<file path="src/rtl/spi_sampled_slave.sv">
`timescale 1ns/1ps
// -----------------------------------------------------------------------------
// spi_sampled_slave
//
// SPI mode-0 slave engine that lives entirely in the core clock domain. The
// sclk, mosi and ss pins are oversampled through NSYNC-deep synchronizers.
// Edges of the synchronized sclk drive a byte-oriented register protocol:
//
//   byte 0      : command  {rw, inc, addr[5:0]}  (rw = 1 -> read)
//   byte 1..n   : data bytes (written to, or read from, the register file)
//
// Writes produce a one-cycle reg_wr strobe per data byte. Reads produce a
// one-cycle reg_rd strobe at command completion and at every data byte
// completion. reg_rdata is captured into the transmit shifter in the strobe
// cycle and shifted out on miso, one bit per sclk fall. The read at the last
// byte completion is a prefetch and happens even if the frame then ends.
//
// Ports
//   clk        in   core clock, all logic on the rising edge
//   nreset     in   asynchronous active-low reset
//   hw_en      in   block enable; low aborts any frame and holds IDLE
//   sclk       in   SPI clock from the master (CPOL=0, CPHA=0)
//   mosi       in   SPI data in, MSB first
//   ss         in   slave select, active low
//   miso       out  SPI data out, registered
//   active     out  high while a transaction is open
//   reg_wr     out  one-cycle register write strobe
//   reg_rd     out  one-cycle register read strobe
//   reg_addr   out  register address [5:0]
//   reg_wdata  out  write data [7:0], valid with reg_wr
//   reg_rdata  in   read data [7:0], combinational from reg_addr
//
// sclk high and low times must each be at least NSYNC+3 clk cycles.
// -----------------------------------------------------------------------------
module spi_sampled_slave #(
  parameter int NSYNC = 2
) (
  input  logic       clk,
  input  logic       nreset,
  input  logic       hw_en,
  input  logic       sclk,
  input  logic       mosi,
  input  logic       ss,
  output logic       miso,
  output logic       active,
  output logic       reg_wr,
  output logic       reg_rd,
  output logic [5:0] reg_addr,
  output logic [7:0] reg_wdata,
  input  logic [7:0] reg_rdata
);

  typedef enum logic [1:0] {
    ST_IDLE = 2'd0,
    ST_CMD  = 2'd1,
    ST_DATA = 2'd2
  } state_t;

  // ---------------------------------------------------------------------------
  // Pin synchronizers and sclk edge detection
  // ---------------------------------------------------------------------------
  logic [NSYNC-1:0] r_sclk_sync;
  logic [NSYNC-1:0] r_mosi_sync;
  logic [NSYNC-1:0] r_ss_sync;
  logic             r_sclk_d;

  logic w_sclk_s;
  logic w_mosi_s;
  logic w_ss_s;
  logic w_rise;
  logic w_fall;

  // The ss synchronizer resets to 0 rather than to the idle-high level: a
  // reset released in the middle of a frame must not look like a fresh ss
  // falling edge. A real frame start needs ss to be seen high first
  // (r_ss_armed below).
  always_ff @(posedge clk or negedge nreset) begin
    if (!nreset) begin
      r_sclk_sync <= '0;
      r_mosi_sync <= '0;
      r_ss_sync   <= '0;
      r_sclk_d    <= 1'b0;
    end else begin
      // NOTE: non-blocking assignments make every flop in the chain sample
      // the pre-edge value, so the synchronizer really is NSYNC stages deep.
      r_sclk_sync <= {r_sclk_sync[NSYNC-2:0], sclk};
      r_mosi_sync <= {r_mosi_sync[NSYNC-2:0], mosi};
      r_ss_sync   <= {r_ss_sync[NSYNC-2:0], ss};
      r_sclk_d    <= w_sclk_s;
    end
  end

  assign w_sclk_s = r_sclk_sync[NSYNC-1];
  assign w_mosi_s = r_mosi_sync[NSYNC-1];
  assign w_ss_s   = r_ss_sync[NSYNC-1];
  assign w_rise   = w_sclk_s & ~r_sclk_d;
  assign w_fall   = ~w_sclk_s & r_sclk_d;

  // ---------------------------------------------------------------------------
  // Frame-level state
  // ---------------------------------------------------------------------------
  state_t      r_state;
  state_t      w_next_state;
  logic        r_ss_armed;     // ss has been seen high since the last frame
  logic [2:0]  r_bit_cnt;
  logic [6:0]  r_rx_shift;     // bits already received in the current byte
  logic [7:0]  r_tx_shift;
  logic        r_rw;
  logic        r_inc;
  logic        r_miso;
  logic        r_reg_wr;
  logic        r_reg_rd;
  logic [5:0]  r_reg_addr;
  logic [7:0]  r_reg_wdata;

  logic        w_abort;
  logic [7:0]  w_rx_byte;
  logic        w_byte_done;
  logic        w_cmd_done;
  logic        w_data_done;
  logic        w_wr_set;
  logic        w_rd_set;
  logic        w_miso_shift;

  assign w_abort   = w_ss_s | ~hw_en;
  assign w_rx_byte = {r_rx_shift, w_mosi_s};

  // State register.
  always_ff @(posedge clk or negedge nreset) begin
    if (!nreset) begin
      r_state <= ST_IDLE;
    end else begin
      r_state <= w_next_state;
    end
  end

  // Next-state logic. An abort beats a byte completion in the same cycle.
  always_comb begin
    // NOTE: assigning a default before the case keeps this block free of
    // inferred latches even when a branch does not assign.
    w_next_state = r_state;
    case (r_state)
      ST_IDLE: if (!w_abort && r_ss_armed) w_next_state = ST_CMD;
      ST_CMD: begin
        if (w_abort)          w_next_state = ST_IDLE;
        else if (w_byte_done) w_next_state = ST_DATA;
      end
      ST_DATA: if (w_abort) w_next_state = ST_IDLE;
      default: w_next_state = ST_IDLE;
    endcase
  end

  // Output / control decode.
  always_comb begin
    w_byte_done  = w_rise && (r_bit_cnt == 3'd7);
    w_cmd_done   = 1'b0;
    w_data_done  = 1'b0;
    w_miso_shift = 1'b0;
    if (!w_abort) begin
      w_cmd_done   = (r_state == ST_CMD) && w_byte_done;
      w_data_done  = (r_state == ST_DATA) && w_byte_done;
      w_miso_shift = (r_state == ST_DATA) && r_rw && w_fall;
    end
    w_wr_set = w_data_done && !r_rw;
    // A read command fetches its first byte as soon as the command completes.
    w_rd_set = (w_cmd_done && w_rx_byte[7]) || (w_data_done && r_rw);
    // Derived from the next state so that active follows the synchronized ss
    // with exactly NSYNC cycles of delay in both directions.
    active   = (w_next_state != ST_IDLE);
  end

  // ss arming: a frame may only open after ss has been seen high. This keeps a
  // frame that was cut by reset or hw_en from being resumed half way through.
  always_ff @(posedge clk or negedge nreset) begin
    if (!nreset) begin
      r_ss_armed <= 1'b0;
    end else if (w_ss_s) begin
      r_ss_armed <= 1'b1;
    end else if (r_state == ST_CMD) begin
      r_ss_armed <= 1'b0;
    end
  end

  // ---------------------------------------------------------------------------
  // Shift datapath: receive shifter, bit counter, transmit shifter, miso
  // ---------------------------------------------------------------------------
  always_ff @(posedge clk or negedge nreset) begin
    if (!nreset) begin
      r_bit_cnt  <= 3'd0;
      r_rx_shift <= 7'd0;
      r_tx_shift <= 8'd0;
      r_miso     <= 1'b0;
    end else if (r_state == ST_IDLE || w_abort) begin
      // Any partial byte is dropped and miso returns low.
      r_bit_cnt  <= 3'd0;
      r_rx_shift <= 7'd0;
      r_tx_shift <= 8'd0;
      r_miso     <= 1'b0;
    end else begin
      if (w_rise) begin
        r_rx_shift <= w_rx_byte[6:0];
        r_bit_cnt  <= r_bit_cnt + 3'd1;
      end
      if (w_miso_shift) begin
        r_miso     <= r_tx_shift[7];
        r_tx_shift <= {r_tx_shift[6:0], 1'b0};
      end
      // The load happens in the strobe cycle right after a rise; the sclk
      // timing limits keep a fall from landing in the same cycle.
      if (r_reg_rd) begin
        r_tx_shift <= reg_rdata;
      end
    end
  end

  // ---------------------------------------------------------------------------
  // Register-file strobes, address and command fields
  // ---------------------------------------------------------------------------
  always_ff @(posedge clk or negedge nreset) begin
    if (!nreset) begin
      r_reg_wr    <= 1'b0;
      r_reg_rd    <= 1'b0;
      r_reg_addr  <= 6'd0;
      r_reg_wdata <= 8'd0;
      r_rw        <= 1'b0;
      r_inc       <= 1'b0;
    end else begin
      r_reg_wr <= w_wr_set;
      r_reg_rd <= w_rd_set;
      if (w_cmd_done) begin
        r_rw       <= w_rx_byte[7];
        r_inc      <= w_rx_byte[6];
        r_reg_addr <= w_rx_byte[5:0];
      end
      if (w_wr_set) begin
        r_reg_wdata <= w_rx_byte;
      end
      // Post-increment after each access; 6-bit arithmetic wraps 63 -> 0.
      if ((r_reg_wr || r_reg_rd) && r_inc) begin
        r_reg_addr <= r_reg_addr + 6'd1;
      end
    end
  end

  assign miso      = r_miso;
  assign reg_wr    = r_reg_wr;
  assign reg_rd    = r_reg_rd;
  assign reg_addr  = r_reg_addr;
  assign reg_wdata = r_reg_wdata;

endmodule

</file>
<file path="config.mk">
export PLATFORM = sky130hd
export DESIGN_NAME = spi_sampled_slave
export DESIGN_NICKNAME = d
export VERILOG_FILES = /design/src/rtl/spi_sampled_slave.sv
export SDC_FILE = /design/constraint.sdc
export NUM_CORES = 1
export LEC_CHECK = 0
export BUFFER_PORTS_ARGS = -buffer_cell sky130_fd_sc_hd__buf_2
export CORE_MARGIN = 5
export CORE_UTILIZATION = 60
export CTS_BUF_LIST = sky130_fd_sc_hd__clkbuf_8
export DETAILED_ROUTE_END_ITERATION = 16
export PLACE_DENSITY = 0.84
export SLEW_MARGIN = 40
export SYNTH_ARGS = -nofsm -noshare
export SYNTH_HDL_FRONTEND = slang
export SYNTH_SLANG_ARGS = --single-unit
</file>
<file path="constraint.sdc">
create_clock -name clk -period 3.1 [get_ports clk]
set_input_delay 0.62 -clock clk [delete_from_list [all_inputs] [get_ports clk]]
set_output_delay 0.62 -clock clk [all_outputs]
set_load 0.02 [all_outputs]
</file>
==> run_results.csv, run 1 <==
group,metric,value,unit
pwr,report.power.total,1.19,mW
synthesis,synth_seq_cells,47,
sta,skew,0.00715,ns
sta,achievable-frequency,497,MHz
sta,max_slew_vio_count,0,
setup_path,reg2regPathDepth,4,
setup_path,timing.critical_path.required,3.30,ns
layout,share_of_final_layout_standard_cells_stronger_than_drive_strength_1,27.8,%
flow_run,max-cap-violations,0,
floorplanning,dieWidth,68.1,um
synthesis,synth_nets,188,
layout,layout-area-overhead-vs-synth,16.2,%
sta,final_period_minus_worst_setup_slack,2.01,ns
synthesis,asyncSetResetFlopFracSynth,100,%
pwr,comb_power_share,3.1,%
sta,setup_viol,0,
pwr,share_seq_of_total_power,52.5,%
placed_design,replace_congestion,0.849,
route,drc_violations_left,0,
cts,number_of_levels_the_h_tree_was_split_into,2,
grt,pin_count_of_the_biggest_net_entering_global_routing,48,
setup_path,critical_path.endpoint_type,"flop",
route,drt-initial-drc-count,127,
route,route.vias.total,1498,
floorplanning,initial_core_util,61.2,%
layout,layout.core_utilization,71.2,%
sta,final.setup.tns,0,ns
synthesis,synthesis.area_per_instance,11.9,um2
placed_design,dp_hpwl,2870,um
placed_design,worst_case_setup_slack_after_placement,0.796,ns
grt,globalRoute.totalOverflow,0,
floorplanning,core,0.00331,mm2
sta,final.period_utilization,64.9,%
route,antenna_violating_nets_post_route,0,
floorplanning,core.rowCount,21,
pwr,switching_power,237,uW
pwr,switching_share,19.9,%
sta,hold_viol,0,
route,vias_per_cell,5.97,
route,post_drt_wl_per_cell,16.8,um
floorplanning,die_area,0.00464,mm2
cts,cts_inserted_buffers,5,
cts,cts_tree,"built",
setup_path,worst_setup_sp_type,"flop",
pwr,clock_power_share,44.4,%
layout,fill_cells,237,
placed_design,portBuffers,31,
layout,n_antenna_cell,0,
synthesis,unique_masters_post_synth,38,
synthesis,synthMuxAreaShare,12.0,%
synthesis,synthSimpleGateAreaFrac,13.1,%
setup_path,critical_path_class,"flop to flop",
sta,finalWorstSetupSlack,1.09,ns
pwr,power_density,505,mW/mm2
synthesis,synth_enable_flop_cells,0,
grt,global_route_wire_length_before_repair,6740,um
cts,cts.path.max_buffers,2,
cts,worst_skew_pair.late_latency,0.31,ns
cts,cts.sink_count,47,
layout,nNetsFinal,221,
synthesis,synth.yosys.warnings,0,
worst_hold_path,timing.hold.worst.class,"primary input to async pin",
synthesis,synth-seq-area-share,58.0,%
synthesis,main_combinational_cell_family_by_area_after_synthesis,"simple AND/OR/NAND/NOR gates",
sta,tightest_slew,0.772,ns
cts,number_of_buffers_inserted_to_repair_setup_after_cts,0,
synthesis,synthAdderAreaFrac,1.85,%
cts,clk_pin_slew,0.09,ns
status,outcome,"completed",
sta,grt_setup_unrepaired,"false",
route,wl,4210,um
grt,global_route.usage.total,20.3,%
sta,hold_slack,0.306,ns
sta,max_slew_margin,48.5,%
cts,clockRootBuffer,"clkbuf_8",
pwr,worst_ir_drop_on_vdd,0.345,mV
synthesis,synthFlopType,"dfrtp_1",
setup_path,worst-path-max-fanout,14,
synthesis,syn-instance-count,171,
setup_path,cp.arrival,2.21,ns
floorplanning,top_level_ports,32,
grt,grt_pass1_vias,1479,
pwr,internal-power,952,uW
route,detail_route.first_pass.iterations,4,
floorplanning,die_y,68.1,um
grt,antenna_found_initial,0,
pwr,leakage,1.11,nW
synthesis,synth.cell_area,0.00203,mm2
cts,hold_bufs_inserted_after_cts,0,
cts,postCtsResizedCells,0,
synthesis,synth_compound_area_share,12.5,%
synthesis,post_synthesis_share_of_cell_area_spent_on_xor_and_xnor_gates,0.432,%
## critical path: stages (launching register included)
cell	delay (ns)
dfrtp_1	0.40
and2b_2	0.40
nand3_2	0.13
or3_1	0.59
mux2_4	0.38
## worst paths after layout
path | start | end | slack [ns]
max | r_sclk_d$_DFF_PN0_ | reg_wdata[6]$_DFFE_PN0P_ | 1.09
min | nreset | miso$_DFFE_PN0P_ | 0.31
max reg2reg | r_sclk_d$_DFF_PN0_ | reg_wdata[6]$_DFFE_PN0P_ | 1.09
min reg2reg | r_mosi_sync[0]$_DFF_PN0_ | r_mosi_sync[1]$_DFF_PN0_ | 0.36
max in group asynchronous | nreset | r_tx_shift[3]$_DFFE_PN0P_ | 2.41
min in group clk | r_mosi_sync[0]$_DFF_PN0_ | r_mosi_sync[1]$_DFF_PN0_ | 0.36
## state kept, by name, indices dropped and copies added, names as in the netlist
signal and flops:
miso 1, r_bit_cnt 3, r_inc 1, r_mosi_sync 2
r_rw 1, r_rx_shift 7, r_sclk_d 1, r_sclk_sync 2
r_ss_armed 1, r_ss_sync 2, r_state 2, r_tx_shift 8
reg_addr 6, reg_rd 1, reg_wdata 8, reg_wr 1
## metal layers
layer	global-route usage (%)	wire length [um]	vias up	part of all wire, %
li1	-	-	677	-
met1	22.2	1620	742	38
met2	34.4	2150	63	51
met3	4.76	267	16	6.3
met4	14.1	179	0	4.3
met5	0	0	-	0
## kinds of logic after synthesis
logic type,count (synthesis)
compound gates,39
xor+xnor,1
fa+ha+maj,3
buf+inv,9
flops,47
mux,20
simple gates,52
## synthesized netlist by cell type, types with 2 or more instances
library cell | instances | area share, %
o21ai_1 | 2 | 0.49
clkbuf_1 | 4 | 0.74
a211oi_1 | 7 | 2.6
inv_1 | 4 | 0.74
a21oi_1 | 16 | 4.0
nand4_1 | 2 | 0.62
mux2_2 | 3 | 1.7
ha_1 | 3 | 1.9
dfrtp_1 | 47 | 58
nor2b_1 | 2 | 0.62
nand3_1 | 5 | 1.2
mux2i_1 | 9 | 4.4
o21bai_1 | 2 | 0.74
nand2_1 | 23 | 4.3
nor2_1 | 10 | 1.9
mux2_4 | 8 | 5.9
o221a_2 | 2 | 1.1
o21ai_0 | 2 | 0.49
## stage by stage
step | cell area, um2 | cells
2_1_floorplan | 2030 | 171
3_3_place_gp | 2210 | 243
3_5_place_dp | 2220 | 243
4_1_cts | 2360 | 251
5_1_grt | 2360 | 251
6_report | 2360 | 251
## power groups by stage
| stage | Clock [mW] | Combinational [mW] | Sequential [mW] |
|---|---|---|---|
| 3_3_place_gp | 0 | 0.0356 | 0.636 |
| 2_1_floorplan | 0 | 0.0145 | 0.635 |
| 5_1_grt | 0.560 | 0.0429 | 0.625 |
| 6_report | 0.528 | 0.0374 | 0.624 |
| 3_5_place_dp | 0 | 0.0382 | 0.636 |
| 4_1_cts | 0.536 | 0.0382 | 0.624 |
## placed cells by master, fill, tap and decap left out, types with 2 or more instances in the layout
| cell type | Yosys | final |
|---|---|---|
| nor2_1 | 10 | 10 |
| buf_2 | 0 | 30 |
| clkbuf_8 | 0 | 5 |
| nand3_1 | 5 | 5 |
| o21bai_1 | 2 | 2 |
| bufinv_16 | 0 | 2 |
| mux2_4 | 8 | 8 |
| a21oi_1 | 16 | 16 |
| nand2_1 | 23 | 23 |
| ha_1 | 3 | 3 |
| a211oi_1 | 7 | 7 |
| inv_1 | 4 | 4 |
| nor2b_1 | 2 | 2 |
| mux2i_1 | 9 | 9 |
| dfrtp_1 | 47 | 47 |
| o221a_2 | 2 | 2 |
| o21ai_0 | 2 | 2 |
| mux2_2 | 3 | 3 |
| nand4_1 | 2 | 2 |
## area by class of cell
| class | count | area [um2] | share of cell area [%] |
|---|---|---|---|
| tap | 46 | 57.6 | 2.44 |
| clock inverter | 3 | 67.6 | 2.87 |
| clock buffer | 5 | 68.8 | 2.92 |
| inverter | 4 | 15.0 | 0.637 |
| sequential | 47 | 1180 | 49.9 |
| timing repair buffer | 31 | 158 | 6.69 |
| multi-input combinational | 115 | 813 | 34.5 |
Power figures use the tool's default switching activity.
==> run 2, diff against run 1 <==
--- a/config.mk
+++ b/config.mk
@@ -7,10 +7,10 @@
 export LEC_CHECK = 0
 export BUFFER_PORTS_ARGS = -buffer_cell sky130_fd_sc_hd__buf_2
 export CORE_MARGIN = 5
-export CORE_UTILIZATION = 60
+export CORE_UTILIZATION = 52
 export CTS_BUF_LIST = sky130_fd_sc_hd__clkbuf_8
 export DETAILED_ROUTE_END_ITERATION = 16
-export PLACE_DENSITY = 0.84
+export PLACE_DENSITY = 0.77
 export SLEW_MARGIN = 40
 export SYNTH_ARGS = -nofsm -noshare
 export SYNTH_HDL_FRONTEND = slang
==> constraint.sdc (replaced) <==
create_clock -name clk -period 1.8 [get_ports clk]
set_input_delay 0.36 -clock clk [delete_from_list [all_inputs] [get_ports clk]]
set_output_delay 0.36 -clock clk [all_outputs]
set_load 0.02 [all_outputs]
==> run 2 against run 1 <==
  * Critical path depth is 2 higher
  * Critical path type unchanged
  * Total power is 63% higher
  * Wire length is 7.1% lower
  * Maximum frequency is 15% higher
  * Final cell count is 4.8% higher
  * Cell area is 3.2% higher
==> run_results.csv, run 2 (synthesis results as in run 1) <==
group,metric,value,unit
grt,global_route_wire_length_before_repair,6790,um
setup_path,r2r-start,"r_bit_cnt[0]$_DFFE_PN0P_",
route,drc_violations_left,0,
layout,mostFrequentLayoutCells,"dfrtp_1, buf_2, nand2_1, a21oi_1, nor2_1",
cts,cts.path.max_buffers,2,
sta,hold_slack,0.167,ns
floorplanning,initial_core_util,54.5,%
placed_design,portBuffers,31,
placed_design,dpl.cell_count,253,
sta,skew,0.00972,ns
placed_design,placed_instance_area,0.00229,mm2
layout,n_antenna_cell,0,
sta,hold_viol,0,
cts,cts_inserted_buffers,5,
setup_path,worst-path-max-fanout,9,
worst_hold_path,timing.hold.worst.start,"sclk",
status,outcome,"completed",
cts,cts.sink_count,47,
setup_path,critical_path.endpoint_type,"flop",
floorplanning,die_area,0.00525,mm2
setup_path,cp.arrival,1.93,ns
layout,share_of_final_layout_standard_cells_stronger_than_drive_strength_1,31.2,%
route,drt-initial-drc-count,102,
grt,global_route.usage.total,16.7,%
layout,layout_commonest_cell,"dfrtp_1",
grt,globalRoute.totalOverflow,0,
sta,final.period_utilization,96.7,%
layout,layout.core_utilization,65.4,%
pwr,report.power.total,1.94,mW
setup_path,timing.critical_path.required,1.99,ns
route,post_drt_wl_per_cell,14.9,um
layout,stdcell_count,263,
setup_path,worst_setup_sp_type,"flop",
cts,cts_tree,"built",
floorplanning,core,0.00372,mm2
sta,final.setup.tns,0,ns
grt,grt_pass1_vias,1536,
sta,achievable-frequency,574,MHz
layout,layout-area-overhead-vs-synth,19.9,%
sta,finalWorstSetupSlack,0.0590,ns
setup_path,critical_path_class,"flop to flop",
pwr,power_density,796,mW/mm2
cts,worst_skew_pair.late_latency,0.30,ns
route,vias_per_cell,5.48,
route,route.vias.total,1440,
sta,max_slew_margin,66.1,%
pwr,worst_ir_drop_on_vdd,0.645,mV
route,antenna_violating_nets_post_route,0,
cts,clk_pin_slew,0.08,ns
layout,nNetsFinal,231,
cts,number_of_levels_the_h_tree_was_split_into,2,
layout,stdcell_area,0.00243,mm2
floorplanning,top_level_ports,32,
sta,final_period_minus_worst_setup_slack,1.74,ns
flow_run,max-cap-violations,0,
placed_design,replace_congestion,0.786,
grt,antenna_found_initial,0,
pwr,leakage,1.15,nW
cts,clockRootBuffer,"clkbuf_8",
placed_design,worst_case_setup_slack_after_placement,0.0159,ns
sta,max_slew_vio_count,0,
worst_hold_path,timing.hold.worst.class,"primary input to flop",
floorplanning,die_y,72.4,um
sta,setup_viol,0,
placed_design,dp_hpwl,2900,um
route,wl,3910,um
setup_path,critical_path.startpoint,"r_bit_cnt[0]$_DFFE_PN0P_",
sta,tightest_slew,0.507,ns
floorplanning,dieWidth,72.4,um
route,detail_route.first_pass.iterations,4,
grt,pin_count_of_the_biggest_net_entering_global_routing,29,
floorplanning,core.rowCount,22,
run 2: worst max-delay path, cell delays in order (launching register included):
cell and delay (ns):
dfrtp_1 0.36, ha_1 0.16, ha_2 0.19, nand3_2 0.07, or3_1 0.35, buf_4 0.20
mux2_4 0.31
run 2: area by class of cell:
cell class / count / area (um2)
Clock inverter: 2 / 35.0
Inverter: 4 / 15.0
Clock buffer: 6 / 82.6
Multi-Input combinational cell: 115 / 817
Tap cell: 48 / 60.1
Fill cell: 301 / 1280
Timing Repair Buffer: 41 / 245
Sequential cell: 47 / 1180
run 2: final timing paths:
path | end | slack (ns) | depth (start not counted)
worst max register to register | reg_wdata[7]$_DFFE_PN0P_ | 0.06 | 6
worst min register to register | r_sclk_sync[1]$_DFF_PN0_ | 0.35 | 0
min in group asynchronous | r_tx_shift[7]$_DFFE_PN0P_ | 0.53 | 2
worst max-delay path | reg_wdata[7]$_DFFE_PN0P_ | 0.06 | 6
worst min-delay path | r_sclk_sync[0]$_DFF_PN0_ | 0.17 | 1
max in group asynchronous | r_rx_shift[5]$_DFFE_PN0P_ | 0.76 | 3
run 2: timing repair:
item,in CTS,in global routing
setup buffers,0,1
hold endpoints to repair,1,0
gates resized for setup,0,2
setup endpoints to repair,0,14
hold buffers,1,0
run 2: routing by layer:
| metal | vias to the layer above | part of all wire, % | wire (um) | GRT usage, % |
|---|---|---|---|---|
| li1 | 698 | - | - | - |
| met1 | 712 | 44 | 1720 | 20.8 |
| met2 | 26 | 50 | 1950 | 27.7 |
| met3 | 4 | 4.8 | 188 | 4.85 |
| met4 | 0 | 1.5 | 59 | 6.15 |
| met5 | - | 0 | 0 | 0 |
run 2: power by group:
| group | internal, mW | switching [mW] | total [mW] | leakage [nW] |
|---|---|---|---|---|
| registers | 1.07 | 0.00678 | 1.07 | 0.625 |
| clock network | 0.449 | 0.335 | 0.784 | 0.0612 |
| logic | 0.0318 | 0.0466 | 0.0783 | 0.464 |
| total | 1.55 | 0.388 | 1.94 | 1.15 |
==> run 3, diff against run 2 <==
--- a/config.mk
+++ b/config.mk
@@ -10,6 +10,7 @@
 export CORE_UTILIZATION = 52
 export CTS_BUF_LIST = sky130_fd_sc_hd__clkbuf_8
 export DETAILED_ROUTE_END_ITERATION = 16
+export GPL_TIMING_DRIVEN = 0
 export PLACE_DENSITY = 0.77
 export SLEW_MARGIN = 40
 export SYNTH_ARGS = -nofsm -noshare
==> run 3 against run 2 <==
  * Sequential share of layout area is 1.5 points higher
  * Via count grew 0.42%
  * Final cell count down 1.9%
  * Wire length grew 4.1%
  * Sequential cell count did not move
  * Maximum frequency down 0.45%
  * Setup slack worse by 0.0079 ns
  * Die area stayed put
  * Cell area fell by 3.0%
  * Core utilization down 2.0 points
  * Combinational power decreased by 13%
  * Critical path type unchanged
  * Largest power group unchanged
==> run_results.csv, run 3 (synthesis results as in run 1) <==
group,metric,value,unit
sta,final_period_minus_worst_setup_slack,1.75,ns
sta,achievable-frequency,572,MHz
layout,stdcell_count,258,
grt,global_route_wire_length_before_repair,6890,um
flow_run,max-cap-violations,0,
sta,max_slew_margin,61.2,%
pwr,power_density,756,mW/mm2
cts,cts_inserted_buffers,5,
route,post_drt_wl_per_cell,15.8,um
layout,layout-area-overhead-vs-synth,16.3,%
cts,number_of_levels_the_h_tree_was_split_into,2,
setup_path,setup_slack_of_the_worst_register_to_register_path,0.05,ns
setup_path,r2r-start,"r_bit_cnt[0]$_DFFE_PN0P_",
layout,share_of_final_layout_standard_cells_stronger_than_drive_strength_1,29.5,%
placed_design,portBuffers,31,
sta,hold_viol,0,
grt,global_route.usage.total,17.0,%
setup_path,chain_of_cells_forming_the_critical_path,"ha_1, ha_2, nand3_2, or3_1, buf_6, mux2_4",
placed_design,worst_case_setup_slack_after_placement,-0.0452,ns
route,route.vias.total,1446,
cts,cts.path.max_buffers,2,
sta,max_slew_vio_count,0,
placed_design,dp_hpwl,2960,um
pwr,internal-power,1.39,mW
setup_path,critical_path_cell_count,6,
setup_path,critical_path_class,"flop to flop",
pwr,worst_ir_drop_on_vdd,0.521,mV
sta,skew,0.00778,ns
route,antenna_violating_nets_post_route,0,
setup_path,worstReg2RegEnd,"reg_wdata[5]$_DFFE_PN0P_",
route,vias_per_cell,5.60,
route,drt-initial-drc-count,112,
pwr,comb_power_share,3.8,%
pwr,share_seq_of_total_power,60.3,%
setup_path,critical_path.n_buffers_inverters,1,
pwr,leakage,1.10,nW
floorplanning,core,0.00372,mm2
layout,stdcell_area,0.00236,mm2
setup_path,slowest_stage,"dfrtp_1",
placed_design,dpl.cell_count,250,
layout,n_antenna_cell,0,
floorplanning,die_y,72.4,um
grt,globalRoute.totalOverflow,0,
cts,hold_bufs_inserted_after_cts,0,
setup_path,critical_path.startpoint,"r_bit_cnt[0]$_DFFE_PN0P_",
floorplanning,core.rowCount,22,
layout,layout_commonest_cell,"dfrtp_1",
placed_design,replace_congestion,0.823,
route,detail_route.first_pass.iterations,4,
status,outcome,"completed",
floorplanning,dieWidth,72.4,um
setup_path,critical_path.endpoint_type,"flop",
setup_path,worst_setup_sp_type,"flop",
floorplanning,initial_core_util,54.5,%
sta,setup_viol,0,
layout,mostFrequentLayoutCells,"dfrtp_1, buf_2, nand2_1, a21oi_1, nor2_1",
cts,cts_tree,"built",
grt,antenna_found_initial,0,
grt,pin_count_of_the_biggest_net_entering_global_routing,48,
setup_path,reg2regPathDepth,6,
sta,grt_setup_unrepaired,"false",
setup_path,timing.critical_path.required,1.99,ns
cts,clk_pin_slew,0.09,ns
pwr,switching_power,392,uW
pwr,clock_power_share,35.9,%
worst_hold_path,timing.hold.worst.class,"primary input to async pin",
sta,finalWorstSetupSlack,0.0510,ns
sta,final.period_utilization,97.2,%
cts,cts.sink_count,47,
pwr,switching_share,22.0,%
setup_path,worst-path-max-fanout,9,
grt,grt_pass1_vias,1447,
route,wl,4070,um
setup_path,largest_stage_delay_on_the_critical_path,0.37,ns
sta,hold_slack,0.0500,ns
layout,layout.core_utilization,63.4,%
sta,tightest_slew,0.583,ns
layout,fill_cells,298,
setup_path,cp_top_family,"simple AND/OR/NAND/NOR gates",
floorplanning,die_area,0.00525,mm2
setup_path,timing.critical_path.to,"reg_wdata[5]$_DFFE_PN0P_",
route,drc_violations_left,0,
floorplanning,top_level_ports,32,
cts,worst_skew_pair.late_latency,0.30,ns
setup_path,cp.arrival,1.93,ns
layout,nNetsFinal,227,
placed_design,placed_instance_area,0.00224,mm2
cts,clockRootBuffer,"clkbuf_8",
[run 3: cell type report]
class / instances / area, um2 / area share, %
Buffer: 5 / 26.3 / 1.11
Clock buffer: 6 / 82.6 / 3.50
Clock inverter: 1 / 5.00 / 0.212
Inverter: 4 / 15.0 / 0.637
Multi-Input combinational cell: 115 / 827 / 35.1
Sequential cell: 47 / 1180 / 49.9
Tap cell: 48 / 60.1 / 2.55
Timing Repair Buffer: 32 / 165 / 7.01
[run 3: layer usage]
| metal | part of all wire (%) | global-route usage (%) | vias up | wire (um) |
|---|---|---|---|---|
| met2 | 50 | 27.1 | 33 | 2050 |
| met1 | 43 | 21.8 | 715 | 1740 |
| met4 | 2.1 | 6.76 | 0 | 85 |
| li1 | - | - | 689 | - |
| met5 | 0 | 0 | - | 0 |
| met3 | 4.7 | 5.12 | 9 | 190 |
[run 3: worst min path at each step]
stage / startpoint / endpoint / cells after the start
2_1_floorplan: nreset / miso$_DFFE_PN0P_ / 0
3_3_place_gp: r_mosi_sync[0]$_DFF_PN0_ / r_mosi_sync[1]$_DFF_PN0_ / 0
3_5_place_dp: r_mosi_sync[0]$_DFF_PN0_ / r_mosi_sync[1]$_DFF_PN0_ / 0
4_1_cts: nreset / miso$_DFFE_PN0P_ / 1
5_1_grt: nreset / miso$_DFFE_PN0P_ / 1
6_report: nreset / miso$_DFFE_PN0P_ / 1
[run 3: per-stage QoR]
step / setup TNS (ns) / power, mW
2_1_floorplan: 0 / 1.12
3_3_place_gp: 0 / 1.16
3_5_place_dp: -0.384 / 1.16
4_1_cts: 0 / 1.80
5_1_grt: 0 / 1.86
6_report: 0 / 1.78
[run 3: timing repair]
| item | 4_1_cts | 5_1_grt |
|---|---|---|
| gates cloned | 0 | 0 |
| buffers inserted | 0 | 1 |
| endpoints found under the setup margin | 5 | 18 |
| gates resized for setup | 3 | 2 |
[run 3: power by group through the flow]
stage	logic (mW)	clock network, mW	registers (mW)
after floorplan	0.0251	0	1.09
after global placement	0.0636	0	1.09
after detailed placement	0.0676	0	1.10
after CTS	0.0687	0.655	1.08
after global routing	0.0781	0.702	1.08
final	0.0678	0.639	1.08
